**config.mk**
```make
export PLATFORM = sky130hd
export DESIGN_NAME = stopwatch_bcd
export DESIGN_NICKNAME = d
export VERILOG_FILES = /design/src/rtl/stopwatch_bcd.sv
export SDC_FILE = /design/constraint.sdc
export NUM_CORES = 1
export LEC_CHECK = 0
export ABC_AREA = 1
export ABC_CLOCK_PERIOD_IN_PS = 1750
export BUFFER_PORTS_ARGS = -buffer_cell sky130_fd_sc_hd__buf_2
export CORE_MARGIN = 1.5
export CORE_UTILIZATION = 40
export CTS_CLUSTER_DIAMETER = 30
export DETAILED_ROUTE_END_ITERATION = 16
export GPL_TIMING_DRIVEN = 0
export PLACE_DENSITY = 0.59
export SLEW_MARGIN = 20
export SYNTH_ARGS = -nofsm -noshare
export SYNTH_HDL_FRONTEND = slang
export SYNTH_SLANG_ARGS = --single-unit
```
**constraint.sdc**
```tcl
create_clock -name clk -period 1.75 [get_ports clk]
set_input_delay 0.2625 -clock clk [delete_from_list [all_inputs] [get_ports clk]]
set_output_delay 0.2625 -clock clk [all_outputs]
set_load 0.01 [all_outputs]
```
**src/rtl/stopwatch_bcd.sv**
```systemverilog
// MM:SS BCD stopwatch advanced by edges of a slow divided clock, with start/stop/clear control.
// Optional lap/freeze display enabled by defining STOPWATCH_LAP_EN.
module stopwatch_bcd #(
    parameter int BOTH_EDGES = 0,
    parameter int MIN_LIMIT  = 59
) (
    input  logic       clk,
    input  logic       rst,
    input  logic       tick_in,
    input  logic       start,
    input  logic       stop,
    input  logic       clear,
    input  logic       lap,
    output logic [3:0] sec_ones,
    output logic [3:0] sec_tens,
    output logic [3:0] min_ones,
    output logic [3:0] min_tens,
    output logic       running,
    output logic       rollover,
    output logic       lap_active
);
    typedef enum logic [1:0] {IDLE, RUN, PAUSE} state_t;

    localparam logic [3:0] LIM_T = 4'(MIN_LIMIT / 10);
    localparam logic [3:0] LIM_O = 4'(MIN_LIMIT % 10);

    state_t     state_q, state_d;
    logic       s1_q, s2_q, s3_q;
    logic [3:0] so_q, so_d, st_q, st_d, mo_q, mo_d, mt_q, mt_d;
    logic       wrap_q, wrap_d;
    logic       roll_q;
    logic [15:0] disp_q, show;
    logic [15:0] live;
    logic       tick_pulse;
    logic       at_limit;

    assign live       = {mt_q, mo_q, st_q, so_q};
    assign tick_pulse = (BOTH_EDGES != 0) ? (s2_q ^ s3_q) : (s2_q & ~s3_q);
    assign at_limit   = (mt_q == LIM_T) && (mo_q == LIM_O);

    always_ff @(posedge clk or posedge rst) begin
        if (rst) begin
            s1_q <= 1'b0;
            s2_q <= 1'b0;
            s3_q <= 1'b0;
        end else begin
            s1_q <= tick_in;
            s2_q <= s1_q;
            s3_q <= s2_q;
        end
    end

    always_comb begin
        state_d = state_q;
        so_d    = so_q;
        st_d    = st_q;
        mo_d    = mo_q;
        mt_d    = mt_q;
        wrap_d  = 1'b0;
        if (clear) begin
            state_d = IDLE;
            so_d    = 4'd0;
            st_d    = 4'd0;
            mo_d    = 4'd0;
            mt_d    = 4'd0;
        end else if (stop) begin
            if (state_q == RUN) state_d = PAUSE;
        end else if (start) begin
            if (state_q != RUN) state_d = RUN;
        end else if (tick_pulse && state_q == RUN) begin
            // Ripple carry through the BCD digits; the minute limit overrides the normal carry.
            if (so_q == 4'd9) begin
                so_d = 4'd0;
                if (st_q == 4'd5) begin
                    st_d = 4'd0;
                    if (at_limit) begin
                        mo_d   = 4'd0;
                        mt_d   = 4'd0;
                        wrap_d = 1'b1;
                    end else if (mo_q == 4'd9) begin
                        mo_d = 4'd0;
                        mt_d = mt_q + 4'd1;
                    end else begin
                        mo_d = mo_q + 4'd1;
                    end
                end else begin
                    st_d = st_q + 4'd1;
                end
            end else begin
                so_d = so_q + 4'd1;
            end
        end
    end

    always_ff @(posedge clk or posedge rst) begin
        if (rst) begin
            state_q <= IDLE;
            so_q    <= 4'd0;
            st_q    <= 4'd0;
            mo_q    <= 4'd0;
            mt_q    <= 4'd0;
            wrap_q  <= 1'b0;
        end else begin
            state_q <= state_d;
            so_q    <= so_d;
            st_q    <= st_d;
            mo_q    <= mo_d;
            mt_q    <= mt_d;
            wrap_q  <= wrap_d;
        end
    end

`ifdef STOPWATCH_LAP_EN
    logic        lap_q, lap_d;
    logic [15:0] frz_q, frz_d;

    always_comb begin
        lap_d = lap_q;
        frz_d = frz_q;
        if (clear) begin
            lap_d = 1'b0;
        end else if (lap) begin
            if (lap_q) begin
                lap_d = 1'b0;
            end else if (state_q == RUN) begin
                lap_d = 1'b1;
                frz_d = live;
            end
        end
    end

    always_ff @(posedge clk or posedge rst) begin
        if (rst) begin
            lap_q <= 1'b0;
            frz_q <= 16'd0;
        end else begin
            lap_q <= lap_d;
            frz_q <= frz_d;
        end
    end

    assign show       = lap_q ? frz_q : live;
    assign lap_active = lap_q;
`else
    logic unused_lap;
    assign unused_lap = lap;
    assign show       = live;
    assign lap_active = 1'b0;
`endif

    // Output stage: digits and rollover leave together, one cycle after the count update.
    always_ff @(posedge clk or posedge rst) begin
        if (rst) begin
            disp_q <= 16'd0;
            roll_q <= 1'b0;
        end else begin
            disp_q <= show;
            roll_q <= wrap_q;
        end
    end

    assign sec_ones = disp_q[3:0];
    assign sec_tens = disp_q[7:4];
    assign min_ones = disp_q[11:8];
    assign min_tens = disp_q[15:12];
    assign rollover = roll_q;
    assign running  = (state_q == RUN);
endmodule

```
==> reports/summary.txt, run 1 <==
Crit-path slowest cell -> dfrtp_1
synthesized cell area -> 0.00175 mm²
ratio of cells with drive above 1 in the final layout -> 0.265
Worst Hold Depth -> 1
starting utilization of the core area -> 0.426
Worst path max stage delay -> 0.45 ns
Synth top cells by count -> 44 x nand2_1, 39 x dfrtp_1, 17 x inv_1
Final nets -> 230
worst slew pin tran -> 0.552 ns
RSZ-0062 raised after global routing -> false
Sink Count -> 39
footprint of the multi-input gates -> 671 µm²
Die ar. -> 0.00479 mm²
dominant synthesized flop cell -> dfrtp_1
Root Driver -> clkbuf_8
CP startpoint kind -> flip-flop
Final Cycle Share -> 0.865
max-cap violations -> 0
overall power -> 1.91 mW
Final Cell Area -> 0.00205 mm²
row cnt -> 23
Slew headroom -> 0.628
clk buf depth -> 2
Worst Hold Path EP -> s1_q
drt drc -> 0
vias in the first global route -> 1211
first-pass GRT wire length -> 5260 µm
switching power total -> 0.513 mW
post-synthesis sequential area ratio -> 0.557
CTS clk-pin slew, worst paths -> 0.07 ns
Setup CP Type -> reg2reg
largest area contributor in the netlist -> dfrtp_1
initial antenna violation count -> 0
LEAKAGE -> 1.08 nW
GRT Resource Usage Total -> 0.138
Int Power -> 1.40 mW
nature of the critical path endpoint -> flip-flop
achievable frequency -> 661 MHz
Routed Wire Length -> 3020 µm
Starting DRT DRC Count -> 49
Synth Instances -> 183
ant diodes -> 0
Yosys reg bits -> 39
RePlAce Congestion -> 0.776
Layout area overhead -> 17.3%
crit-path cells -> ha_1 -> nand2_2 -> nor2_4 -> nor2_1 -> nor2_4 -> nand2_2 -> nand2_1 -> o21ai_1
worst clock skew -> 0.00375 ns
num ports -> 26
clock latency on the worst-skew pair -> 0.29 ns
Fill cells -> 375
die width -> 69.2 µm
placed cell area -> 0.00196 mm²
Max FO, Critical Path -> 7
post-synth top area share -> 0.557
ANT nets after route -> 0
CP arrival -> 1.73 ns
reg-to-reg startpoint -> st_q[0]
detailed-placement wirelength estimate -> 2290 µm
Distinct cells, synth -> 25
Top Family by Delay on Critical Path -> simple AND/OR/NAND/NOR gates
via count -> 1251
R2R depth -> 8
Critical path buffers and inverters -> 0
Clock Power Share -> 0.312
clock buffer count from CTS -> 5
via density per instance -> 4.72
top-count cell post-synth -> nand2_1
part of the power in combinational logic -> 0.143
Core ar. -> 0.00412 mm²
EDFF count, synth -> 0
Die Ht -> 69.2 µm
switching part of the total -> 0.268
CTS tree -> done
syn nets -> 198
min cycle time layout -> 1.51 ns
# H-tree levels -> 2
peak supply drop -> 0.434 mV
Area contributors post-synth -> dfrtp_1 56%, nand2_1 9.4%, ha_1 5.7%
drt wl/cell -> 11.4 µm
Reg area -> 976 µm²
HP Start -> tick_in
setup tns final -> 0 ns
Final Setup Violations -> 0
max-slew violation count -> 0
largest net degree at the start of global routing -> 24
GRT overflow -> 0
fraction of registers with async set/reset -> 1.00
# Post-CTS Setup Buffers -> 0
Hold Path Class -> in2reg
reg-to-reg endpoint -> mo_q[0]
status -> finished, final reports clean
Req. time, crit path -> 1.96 ns
number of port buffers -> 23
drt first pass iters -> 4
Seq pwr share -> 0.545
syn_area_per_cell -> 9.57 µm²
YS warnings -> 0
Reg2Reg Setup Slack -> 0.24 ns
Final Hold Viols -> 0
PD cells -> 931 mW/mm²
==> power by group through the flow <==
stage	sequential (mW)	clock [mW]	combinational (mW)
after CTS	1.04	0.615	0.279
final	1.04	0.597	0.273
after global routing	1.05	0.658	0.312
after global placement	1.06	0	0.256
after floorplan	1.07	0	0.169
after detailed placement	1.06	0	0.276
==> metal layers <==
metal  global-route usage  share of wire
met1                0.163           0.46
met2                0.232           0.48
met3               0.0480          0.046
met4               0.0523          0.018
met5                    0              0
==> flip-flops by register name, indices dropped and copies added, names as in the netlist, 2 cells and up <==
| name | cells |
|---|---|
| so_q | 4 |
| mt_q | 4 |
| mo_q | 4 |
| disp_q | 16 |
| state_q | 2 |
| st_q | 4 |
==> worst max-delay path by stage <==
stage / start / end / depth (start not counted)
global route: st_q[1] / mo_q[2] / 9
finish: st_q[0] / mo_q[0] / 8
detailed placement: st_q[0] / mo_q[0] / 8
CTS: st_q[0] / mo_q[0] / 8
global placement: rst / s1_q / 2
floorplan: st_q[0] / mo_q[2] / 8
==> cell type report <==
| type | instances | area share |
|---|---|---|
| buffer | 3 | 0.0146 |
| clock buffer | 6 | 0.0402 |
| clock inverter | 1 | 0.00244 |
| inverter | 20 | 0.0365 |
| multi-input combinational | 121 | 0.326 |
| sequential | 39 | 0.475 |
| tap | 50 | 0.0305 |
| timing repair buffer | 25 | 0.0743 |
==> metrics by stage <==
stage                      util  hold WS [ns]  cells  worst slack, ns
after floorplan               -         0.294    183            0.411
final                     0.499        0.0782    265            0.237
after global routing      0.499        0.0689    265           0.0931
after global placement    0.469         0.333    256            0.147
after CTS                 0.499        0.0715    265            0.226
after detailed placement  0.476         0.277    257            0.238
==> logic make-up (layout without fill, tap and decap cells) <==
| family | after synthesis | in the layout | share of synthesized area |
|---|---|---|---|
| buffers and inverters | 23 | 55 | 0.0600 |
| and+or+nand+nor | 94 | 94 | 0.256 |
| other | 1 | 1 | 0.00214 |
| xor gates and xnor gates | 2 | 2 | 0.0100 |
| adders and majority gates | 8 | 8 | 0.0571 |
| DFF | 39 | 39 | 0.557 |
| AOI/OAI and AO/OA | 16 | 16 | 0.0579 |
==> cell usage in the layout, fill, tap and decap left out, types with 3 or more instances in the layout <==
cell      instances
buf_2            23
clkbuf_8          6
nor2_1           16
ha_1              8
nor2_4            3
nand3_1          13
nand2_2           3
o21ai_1           4
dfrtp_1          39
or2_2             4
nand2_1          44
inv_1            16
nand4_1           6
o21ai_2           5
inv_2             4
o21ai_0           4
==> timing repair <==
action | 4_1_cts | 5_1_grt
gates resized for setup | 0 | 0
hold buffers | 1 | 0
endpoints found under the setup margin | 0 | 0
endpoints found under the hold margin | 16 | 0
Note: power is estimated with default switching activity, not from simulation.
==> inputs of run 2 (changes only) <==
- CELL_PAD_IN_SITES_DETAIL_PLACEMENT: default -> 1
- CELL_PAD_IN_SITES_GLOBAL_PLACEMENT: default -> 1
- PLACE_DENSITY: 0.59 -> 0.74
==> run 2 against run 1 <==
Compared with the run above: clock-buffer cell count is the same; power grew 10%; setup slack lost 0.040 ns; clock skew grew 0.0039 ns; global-route usage grew 3.5 points; first-iteration DRC count shrank 8.2%; die area is the same; sequential power is essentially flat; final area grew 1.1%; maximum frequency shrank 2.6%; routed wire length grew 21%; largest cell class unchanged.
==> reports/summary.txt, run 2 (synthesis results as in run 1) <==
Int Power -> 1.55 mW (was 1.40 mW)
GRT Resource Usage Total -> 0.173 (was 0.138)
CP arrival -> 1.78 ns (was 1.73 ns)
Final Setup Violations -> 0 (unchanged)
Req. time, crit path -> 1.97 ns (was 1.96 ns)
clock latency on the worst-skew pair -> 0.30 ns (was 0.29 ns)
drt wl/cell -> 13.7 µm (was 11.4 µm)
drt first pass iters -> 4 (unchanged)
# Post-CTS Setup Buffers -> 0 (unchanged)
clk buf depth -> 2 (unchanged)
ant diodes -> 0 (unchanged)
achievable frequency -> 644 MHz (was 661 MHz)
HP Start -> tick_in (unchanged)
num ports -> 26 (unchanged)
via count -> 1330 (was 1251)
# H-tree levels -> 2 (unchanged)
R2R depth -> 9 (was 8)
pre-CTS setup slack -> 0.190 ns (was 0.238 ns)
die width -> 69.2 µm (unchanged)
min cycle time layout -> 1.55 ns (was 1.51 ns)
drt drc -> 0 (unchanged)
met3 Use GR -> 0.0538 (was 0.0480)
Worst Setup Slack, final -> 0.197 ns (was 0.237 ns)
detailed-placement wirelength estimate -> 2760 µm (was 2290 µm)
vias in the first global route -> 1448 (was 1211)
first-pass GRT wire length -> 6510 µm (was 5260 µm)
part of the power in combinational logic -> 0.133 (was 0.143)
LEAKAGE -> 1.09 nW (was 1.08 nW)
reg-to-reg endpoint -> mo_q[2] (was mo_q[0])
Die Ht -> 69.2 µm (unchanged)
Final Cycle Share -> 0.887 (was 0.865)
Hold-fix buffers, CTS -> 1 (unchanged)
Sink Count -> 39 (unchanged)
Final nets -> 230 (unchanged)
CTS tree -> done (unchanged)
max-cap violations -> 0 (unchanged)
Reg area -> 976 µm² (unchanged)
status -> finished, final reports clean (unchanged)
Max FO, Critical Path -> 7 (unchanged)
Hold Path Class -> in2reg (unchanged)
row cnt -> 23 (unchanged)
Final Hold Viols -> 0 (unchanged)
Worst Hold Depth -> 1 (unchanged)
initial antenna violation count -> 0 (unchanged)
Setup CP Type -> reg2reg (unchanged)
Largest Register -> disp_q (unchanged)
max FFs per register -> 16 (unchanged)
ANT nets after route -> 0 (unchanged)
CTS clk-pin slew, worst paths -> 0.07 ns (about the same)
PD cells -> 1010 mW/mm² (was 931 mW/mm²)
largest net degree at the start of global routing -> 27 (was 24)
Resize count post-CTS -> 0 (unchanged)
Die ar. -> 0.00479 mm² (unchanged)
Layout area overhead -> 18.6% (was 17.3%)
Worst Hold Path EP -> s1_q (unchanged)
RePlAce Congestion -> 0.734 (was 0.776)
Fill cells -> 477 (was 375)
reg-to-reg startpoint -> st_q[1] (was st_q[0])
CP startpoint kind -> flip-flop (unchanged)
most common cell after layout, fill and taps aside -> nand2_1 (unchanged)
Seq pwr share -> 0.498 (was 0.545)
peak supply drop -> 0.459 mV (was 0.434 mV)
Reg2Reg Setup Slack -> 0.20 ns (was 0.24 ns)
Routed Wire Length -> 3650 µm (was 3020 µm)
GRT overflow -> 0 (unchanged)
met2 usage -> 0.304 (was 0.232)
ratio of cells with drive above 1 in the final layout -> 0.269 (was 0.265)
clock buffer count from CTS -> 5 (unchanged)
number of port buffers -> 23 (unchanged)
setup tns final -> 0 ns (unchanged)
Core ar. -> 0.00412 mm² (unchanged)
RSZ-0062 raised after global routing -> false (unchanged)
Clock Power Share -> 0.370 (was 0.312)
worst clock skew -> 0.00768 ns (was 0.00375 ns)
final design utilization -> 0.505 (was 0.499)
footprint of the multi-input gates -> 671 µm² (unchanged)
switching part of the total -> 0.263 (was 0.268)
nature of the critical path endpoint -> flip-flop (unchanged)
max-slew violation count -> 0 (unchanged)
most frequent cells in the layout -> 44 x nand2_1, 39 x dfrtp_1, 23 x buf_2 (unchanged)
Starting DRT DRC Count -> 45 (was 49)
via density per instance -> 5.00 (was 4.72)
met1 usage -> 0.191 (was 0.163)
starting utilization of the core area -> 0.426 (unchanged)
busiest grt layer -> met2 (unchanged)
switching power total -> 0.554 mW (was 0.513 mW)
Root Driver -> clkbuf_8 (unchanged)
## run 2: power by group through the flow
stage | registers [mW] | logic (mW) | clock network, mW
2_1_floorplan | 1.07 | 0.169 | 0
5_1_grt | 1.06 | 0.319 | 0.833
3_3_place_gp | 1.06 | 0.257 | 0
4_1_cts | 1.05 | 0.288 | 0.795
3_5_place_dp | 1.07 | 0.283 | 0
6_report | 1.05 | 0.279 | 0.778
## run 2: worst max path at each step
| stage | depth (start not counted) | to | slack, ns | startpoint |
|---|---|---|---|---|
| floorplan | 8 | mo_q[2] | 0.41 | st_q[0] |
| global placement | 2 | disp_q[9] | 0.11 | rst |
| detailed placement | 8 | mo_q[2] | 0.19 | st_q[0] |
| CTS | 8 | mo_q[2] | 0.17 | st_q[0] |
| global route | 9 | mo_q[1] | 0.05 | so_q[1] |
| finish | 9 | mo_q[2] | 0.20 | st_q[1] |
## run 2: area by class of cell
class / instances / share of cell area
Sequential cell: 39 / 0.470
Multi-Input combinational cell: 121 / 0.323
Timing Repair Buffer: 25 / 0.0699
Clock buffer: 6 / 0.0398
Inverter: 20 / 0.0361
Tap cell: 50 / 0.0301
Clock inverter: 2 / 0.0169
Buffer: 3 / 0.0145
## run 2: routing by layer
metal / wire length, µm / vias to the layer above / part of all wire
met5: 0 / - / 0
met4: 96 / 0 / 0.026
met3: 113 / 9 / 0.031
met2: 1950 / 22 / 0.53
met1: 1500 / 654 / 0.41
li1: - / 645 / -
## run 2: critical path: stages (launching register included)
cell and delay (ns):
dfrtp_1 0.45, inv_1 0.07, ha_1 0.19, nand2_2 0.09, nor2_4 0.05, nor2_1 0.27
nor2_4 0.09, nand2_2 0.14, nand2_1 0.06, o21ai_1 0.08
## run 2: metrics by stage
step | total power, mW | hold slack, ns | instances | cell area, µm²
detailed placement | 1.35 | 0.239 | 257 | 1950
finish | 2.10 | 0.0742 | 266 | 2080
CTS | 2.13 | 0.0674 | 266 | 2080
floorplan | 1.23 | 0.294 | 183 | 1750
global route | 2.21 | 0.0577 | 266 | 2080
global placement | 1.31 | 0.335 | 256 | 1930
==> inputs of run 3 (changes only) <==
- PLACE_DENSITY: 0.74 -> 0.75
==> run 3 against run 2 <==
Compared with the run above: combinational power is essentially flat; setup slack gained 0.0031 ns; clock-buffer cell count shrank 1; die area is the same; core utilization grew 0.64 points; critical path depth is the same; final cell count is the same; critical endpoint is now mo_q[0]; largest cell class unchanged; largest power group unchanged.
==> reports/summary.txt, run 3 (synthesis results as in run 1) <==
status -> finished, final reports clean (unchanged)
clock buffer count from CTS -> 5 (unchanged)
nature of the critical path endpoint -> flip-flop (unchanged)
Largest Register -> disp_q (unchanged)
max FFs per register -> 16 (unchanged)
most common cell after layout, fill and taps aside -> nand2_1 (unchanged)
Root Driver -> clkbuf_8 (unchanged)
Worst path max stage delay -> 0.40 ns (was 0.45 ns)
max-slew violation count -> 0 (unchanged)
setup tns final -> 0 ns (unchanged)
CTS tree -> done (unchanged)
first-pass GRT wire length -> 6460 µm (was 6510 µm)
Worst Hold Depth -> 1 (unchanged)
RePlAce Congestion -> 0.750 (was 0.734)
worst clock skew -> 0.0106 ns (was 0.00768 ns)
via count -> 1279 (was 1330)
peak supply drop -> 0.591 mV (was 0.459 mV)
Routed Wire Length -> 3720 µm (was 3650 µm)
drt first pass iters -> 4 (unchanged)
Max FO, Critical Path -> 7 (unchanged)
via density per instance -> 4.81 (was 5.00)
LEAKAGE -> 1.09 nW (about the same)
Layout area overhead -> 20.1% (was 18.6%)
ratio of cells with drive above 1 in the final layout -> 0.269 (unchanged)
GRT overflow -> 0 (unchanged)
CP startpoint kind -> flip-flop (unchanged)
most frequent cells in the layout -> 44 x nand2_1, 39 x dfrtp_1, 23 x buf_2 (unchanged)
vias in the first global route -> 1407 (was 1448)
CTS clk-pin slew, worst paths -> 0.07 ns (about the same)
Final nets -> 230 (unchanged)
achievable frequency -> 645 MHz (was 644 MHz)
max-cap violations -> 0 (unchanged)
die width -> 69.2 µm (unchanged)
Die ar. -> 0.00479 mm² (unchanged)
ant diodes -> 0 (unchanged)
RSZ-0062 raised after global routing -> false (unchanged)
row cnt -> 23 (unchanged)
Crit-path slowest cell -> dfrtp_1 (unchanged)
Die Ht -> 69.2 µm (unchanged)
number of port buffers -> 23 (unchanged)
clk buf depth -> 2 (unchanged)
Starting DRT DRC Count -> 38 (was 45)
Hold Path Class -> in2reg (unchanged)
starting utilization of the core area -> 0.426 (unchanged)
Cells after DPL -> 257 (unchanged)
detailed-placement wirelength estimate -> 2770 µm (was 2760 µm)
GRT Resource Usage Total -> 0.172 (was 0.173)
# H-tree levels -> 2 (unchanged)
ANT nets after route -> 0 (unchanged)
initial antenna violation count -> 0 (unchanged)
Final Hold Viols -> 0 (unchanged)
drt drc -> 0 (unchanged)
Reg2Reg Setup Slack -> 0.20 ns (about the same)
largest net degree at the start of global routing -> 25 (was 27)
min cycle time layout -> 1.55 ns (about the same)
Sink Count -> 39 (unchanged)
Setup CP Type -> reg2reg (unchanged)
Final Setup Violations -> 0 (unchanged)
clock latency on the worst-skew pair -> 0.30 ns (about the same)
HP Start -> tick_in (unchanged)
fin cells -> 266 (unchanged)
PD cells -> 1050 mW/mm² (was 1010 mW/mm²)
reg-to-reg endpoint -> mo_q[0] (was mo_q[2])
Worst Hold Path EP -> s1_q (unchanged)
CP arrival -> 1.76 ns (was 1.78 ns)
drt wl/cell -> 14.0 µm (was 13.7 µm)
Core ar. -> 0.00412 mm² (unchanged)
crit-path cells -> inv_1 -> ha_1 -> nand2_1 -> nor2_1 -> nor2_1 -> nor2_4 -> nand2_2 -> nand2_1 -> o21ai_1 (was inv_1 -> ha_1 -> nand2_2 -> nor2_4 -> nor2_1 -> nor2_4 -> nand2_2 -> nand2_1 -> o21ai_1)
Final Cycle Share -> 0.885 (was 0.887)
R2R depth -> 9 (unchanged)
Req. time, crit path -> 1.96 ns (was 1.97 ns)
num ports -> 26 (unchanged)
reg-to-reg startpoint -> so_q[1] (was st_q[1])
-- run 3: cell types whose count changed in the layout (fill, tap and decap cells not counted) --
cell        change
buf_16          +1
buf_12          -1
clkbuf_8        -1
clkinvlp_4      +1
clkinv_2        -1
bufinv_16       +1
-- run 3: how the worst max path moves through the flow --
stage	startpoint	slack [ns]	end	cells past startpoint
4_1_cts	st_q[0]	0.19	mo_q[0]	8
5_1_grt	so_q[1]	0.05	mo_q[0]	9
6_report	so_q[1]	0.20	mo_q[0]	9
3_5_place_dp	st_q[0]	0.21	mo_q[1]	8
2_1_floorplan	st_q[0]	0.41	mo_q[2]	8
3_3_place_gp	rst	0.12	disp_q[6]	2
-- run 3: metal layers --
layer | routed length (µm) | global-route usage | vias up
met2 | 1960 | 0.297 | 19
met5 | 0 | 0 | -
met3 | 116 | 0.0567 | 6
met1 | 1580 | 0.189 | 614
li1 | - | - | 640
met4 | 57 | 0.0850 | 0
-- run 3: what timing repair did --
item | CTS | global route
endpoints found under the hold margin | 15 | 0
buffers inserted | 0 | 0
hold buffers | 1 | 0
resized for setup | 0 | 0
-- run 3: layout make-up --
type | count | area [µm²]
fillers | 475 | 2010
flip-flops and latches | 39 | 976
multi-input cells | 121 | 671
repair buffers | 25 | 153
inverters | 20 | 75.1
clock buffers | 5 | 68.8
clock inverters | 3 | 67.6
well taps | 50 | 62.6
plain buffers | 3 | 30.0
-- run 3: stage by stage --
| stage | setup WS (ns) | area, µm² | hold WS, ns | utilization | power, mW |
|---|---|---|---|---|---|
| 2_1_floorplan | 0.411 | 1750 | 0.294 | - | 1.23 |
| 3_3_place_gp | 0.121 | 1930 | 0.335 | 0.469 | 1.31 |
| 3_5_place_dp | 0.214 | 1960 | 0.265 | 0.476 | 1.34 |
| 4_1_cts | 0.188 | 2100 | 0.0604 | 0.511 | 2.25 |
| 5_1_grt | 0.0459 | 2100 | 0.0497 | 0.511 | 2.33 |
| 6_report | 0.200 | 2100 | 0.0720 | 0.511 | 2.21 |
-- run 3: where the power goes --
part	switching [mW]	internal, mW
Clock	0.325	0.569
Combinational	0.162	0.114
Sequential	0.0698	0.975
Total	0.557	1.66
-- run 3: worst max-delay path: cells and delay by family, from the launching register on --
kind / cells / cell delay [ns]
adder cells (fa/ha/maj): 1 / 0.17
flip-flops: 1 / 0.40
AND/OR/NAND/NOR: 6 / 0.72
buffers and inverters: 1 / 0.07
AO/OA/AOI/OAI: 1 / 0.09
